$ cat config.mk
export PLATFORM = sky130hd
export DESIGN_NAME = serial_add_ctrl
export DESIGN_NICKNAME = d
export VERILOG_FILES = /design/src/rtl/serial_add_pkg.sv /design/src/rtl/serial_add_fa.sv /design/src/rtl/serial_add_ctrl.sv
export SDC_FILE = /design/constraint.sdc
export NUM_CORES = 1
export LEC_CHECK = 0
export ABC_AREA = 1
export CAP_MARGIN = 25
export CORE_ASPECT_RATIO = 1.1
export CORE_UTILIZATION = 35
export CTS_CLUSTER_DIAMETER = 30
export DETAILED_ROUTE_END_ITERATION = 12
export GPL_TIMING_DRIVEN = 1
export PLACE_DENSITY = 0.56
export REMOVE_ABC_BUFFERS = 1
export SLEW_MARGIN = 10
export SYNTH_ARGS = -nofsm -noshare
export SYNTH_HDL_FRONTEND = slang
export SYNTH_SLANG_ARGS = --single-unit
$ cat constraint.sdc
create_clock -name clk -period 3.4 [get_ports clk]
set_clock_uncertainty 0.1 [all_clocks]
set_input_delay 1.02 -clock clk [delete_from_list [all_inputs] [get_ports clk]]
set_output_delay 1.02 -clock clk [all_outputs]
set_load 0.01 [all_outputs]
$ cat src/rtl/serial_add_pkg.sv
// Shared types and defaults for the bit-serial adder/subtractor controller.
package serial_add_pkg;

   typedef enum logic [1:0] {
      IDLE = 2'd0,
      RUN  = 2'd1,
      DONE = 2'd2
   } sa_state_t;

   localparam int unsigned SA_DEFAULT_WIDTH = 8;

endpackage

$ cat src/rtl/serial_add_fa.sv
// Single-bit full adder cell, sequenced over the operand bits by serial_add_ctrl.
module serial_add_fa (
   input  logic a,
   input  logic b,
   input  logic carry,
   output logic sum,
   output logic carryout
);

   assign sum      = a ^ b ^ carry;
   assign carryout = (a & b) | (carry & (a ^ b));

endmodule

$ cat src/rtl/serial_add_ctrl.sv
// Bit-serial adder/subtractor: one full adder cell reused over WIDTH cycles, LSB first,
// with a start/done handshake and registered sum/cout/ovf.
module serial_add_ctrl
   import serial_add_pkg::*;
#(
   parameter int unsigned WIDTH = SA_DEFAULT_WIDTH
) (
   input  logic             clk,
   input  logic             rst,
   input  logic             start,
   input  logic             sub,
   input  logic [WIDTH-1:0] a,
   input  logic [WIDTH-1:0] b,
   input  logic             cin,
   output logic             ready,
   output logic             busy,
   output logic             done,
   output logic [WIDTH-1:0] sum,
   output logic             cout,
   output logic             ovf
);

   localparam int unsigned CntW = $clog2(WIDTH);

   sa_state_t        state;
   logic [WIDTH-1:0] a_sh;
   logic [WIDTH-1:0] b_sh;
   logic [WIDTH-1:0] res_sh;
   logic             carry;
   logic [CntW-1:0]  cnt;

   logic             fa_sum;
   logic             fa_co;
   logic [WIDTH-1:0] res_next;
   logic             last_bit;

   serial_add_fa u_fa (
      .a        (a_sh[0]),
      .b        (b_sh[0]),
      .carry    (carry),
      .sum      (fa_sum),
      .carryout (fa_co)
   );

   // New result bit enters at the MSB; after WIDTH shifts the word is aligned.
   assign res_next = WIDTH'({fa_sum, res_sh} >> 1);
   assign last_bit = (cnt == CntW'(WIDTH - 1));

   always_ff @(posedge clk or posedge rst) begin
      if (rst) begin
         state  <= IDLE;
         a_sh   <= '0;
         b_sh   <= '0;
         res_sh <= '0;
         carry  <= 1'b0;
         cnt    <= '0;
         sum    <= '0;
         cout   <= 1'b0;
         ovf    <= 1'b0;
      end else begin
         case (state)
            IDLE, DONE: begin
               if (start) begin
                  a_sh  <= a;
                  b_sh  <= sub ? ~b : b;
                  carry <= sub ? 1'b1 : cin;
                  cnt   <= '0;
                  state <= RUN;
               end else begin
                  state <= IDLE;
               end
            end
            RUN: begin
               a_sh   <= a_sh >> 1;
               b_sh   <= b_sh >> 1;
               res_sh <= res_next;
               carry  <= fa_co;
               cnt    <= cnt + 1'b1;
               if (last_bit) begin
                  // carry still holds the carry into the MSB at this edge
                  sum   <= res_next;
                  cout  <= fa_co;
                  ovf   <= carry ^ fa_co;
                  state <= DONE;
               end
            end
            default: state <= IDLE;
         endcase
      end
   end

   assign ready = (state == IDLE) || (state == DONE);
   assign busy  = (state == RUN);
   assign done  = (state == DONE);

endmodule

==> out/metrics.cfg <==
[sta]
finalHoldViolCount = 0
finalSetupTns_ns = 0
setup_slack_ns = 0.3408
period_share = 0.8998
maxSlewViolCount = 0
setup_viol = 0
slew_headroom = 0.6565
clock.fmax_mhz = 326.9
tightest_slew_ns = 0.5152
rsz0062_at_grt = no
min_period_ns = 3.059

[synthesis]
syn_area_per_cell_um2 = 8.207
synthXorXnorAreaFrac = 0.009402
yosysTopAreaCell = dfrtp_1
synth-compound-area-share = 0.01343
synthTopCellsByArea = dfrtp_1, nand2_1, nand3_1
seq_area_frac_synth = 0.5238
synth_cell_types = 20
muxShareOfSynthArea = 0
syn-cell-area_um2 = 1863
syn_inst = 227
yosys_warnings = 0
synth.top_cell.area_share = 0.5238
synth_top_family_by_area = simple AND/OR/NAND/NOR gates
synth_fa_ha_area_frac = 0.02418
yosys.area_share.simple = 0.3506
ys_ff_latch = 39

[final_layout]
n_fill_cell = 515
fin_util = 0.4607
nNetsFinal = 285
regArea_um2 = 975.9
final_common_cell = nand2_1
area_delta_synth_final_pct = 25.32
num_antenna_cells = 0
drive_gt1_frac = 0.08015
multi_input_area_um2 = 740.7
most-common-layout-cells = nand2_1, dfrtp_1, nand3_1

[global_route]
grt_use_met1 = 0.1971
gr-usage-met2 = 0.2105
antenna_found_initial = 0
grt_pass1_vias = 1357
grtUsageTotal = 0.1437
gr-usage-met3 = 0.02311
grt_max_degree = 40
busiest_layer = met2
overflow = 0
grt_pass1_wl_mm = 6.203

[floorplan]
start_util = 0.3677
core-area_um2 = 5067
die_w_um = 71.57
dieArea_um2 = 5619
rows = 27
fp.dieH_um = 78.52
pin_count = 34

[power_and_ir_drop]
p_leak_nw = 1.213
irDropWorstVdd_mv = 0.3244
p_per_area_nw_per_um2 = 871.3

[status]
status = completed

[placement]
port_buffers = 33
gp_congestion = 0.7476
dp.final_hpwl_mm = 2.457
dp_slack_ns = 0.6430

[cts]
clk_latency_ns = 0.29
htreeDepth = 2
cts_made_buffers = 5
cts_root_buf = clkbuf_8
tritoncts = done
cts-resized-gates = 0
cts.clk_slew.worst_paths_ns = 0.08
cts_setup_buffers = 0
clock_sinks = 39
ctsHoldBuffers = 0
clk_path_buf_depth = 2

[worst_setup_path]
critical_path.max_fanout = 11
worstPathArrival_ns = 1.94
r2r-start = state[0]
critPathLaunch = state[0]
crit_type = flip-flop to primary output
end_kind = primary output
crit_path_start_kind = flip-flop
required_ns = 2.28

[worst_hold_path]
hold_class = flip-flop to flip-flop
hp-start = sum[6]

[drt]
via_per_inst = 4.484
vias = 1435
wirelength_mm = 3.584
drtIter0Drc = 84
antenna_left = 0
wl_per_cell_um = 11.20
drc = 0
firstDrtPassIters = 4

[job]
drv_cap = 0

==> per-stage QoR <==
stage / instances / area, um2 / hold WS (ns) / total power, W
2_1_floorplan: 219 / 1799 / 0.3422 / 0.001346
3_3_place_gp: 312 / 2217 / 0.3541 / 0.001646
3_5_place_dp: 312 / 2217 / 0.3584 / 0.001662
4_1_cts: 320 / 2335 / 0.3781 / 0.002065
5_1_grt: 320 / 2335 / 0.3879 / 0.002210
6_report: 320 / 2335 / 0.3705 / 0.002034
==> registers in the layout, indices dropped and copies added, names as in the netlist <==
name / flops
ovf: 1
carry: 1
cnt: 3
cout: 1
b_sh: 8
state: 2
res_sh: 7
sum: 8
a_sh: 8
==> per-layer routing <==
layer	up-vias	wire [um]
li1	765	-
met1	636	1769
met2	25	1596
met3	9	96
met4	0	121
met5	-	0
==> cell families after synthesis <==
kind of cell,after synthesis
flops,39
buf+inv,30
compound gates,5
fa+ha+maj,3
xor+xnor,2
simple gates,148
==> final timing paths <==
| path | cells after the start | slack, ns | end |
|---|---|---|---|
| max in group asynchronous | 3 | 1.79 | b_sh[6] |
| hold / removal | 2 | 0.37 | sum[6] |
| hold reg to reg | 2 | 0.37 | sum[6] |
| min in group asynchronous | 3 | 1.06 | b_sh[0] |
| setup / recovery | 3 | 0.34 | busy |
| setup reg to reg | 6 | 1.55 | cout |
==> synthesized netlist by cell type, drive strengths merged <==
master  instances
a21oi           1
fa              1
nand3          37
xor2            2
o21ai           4
dfrtp          39
inv            22
ha              2
buf             8
nor2            5
nand2         106
==> worst max-delay path, stage by stage (launching register included) <==
cell             delay (ns)
dfrtp_1                0.67
inv_2                  0.21
nor2_2                 0.21
clkdlybuf4s50_1        0.57
==> power breakdown <==
part	internal, W	total, W	switching [W]	leakage [nW]
combinational	0.000363	0.000814	0.000450	0.661
clock	0.000237	0.000396	0.000158	0.0612
sequential	0.000678	0.000825	0.000147	0.491
==> final cells by class <==
class	count	area share
clock buffers	6	0.03537
clock inverters	2	0.01501
inverters	22	0.03537
multi-input cells	158	0.3173
flip-flops and latches	39	0.4180
well taps	58	0.03108
repair buffers	35	0.1479
No activity file was read; power rests on OpenSTA's default activity.
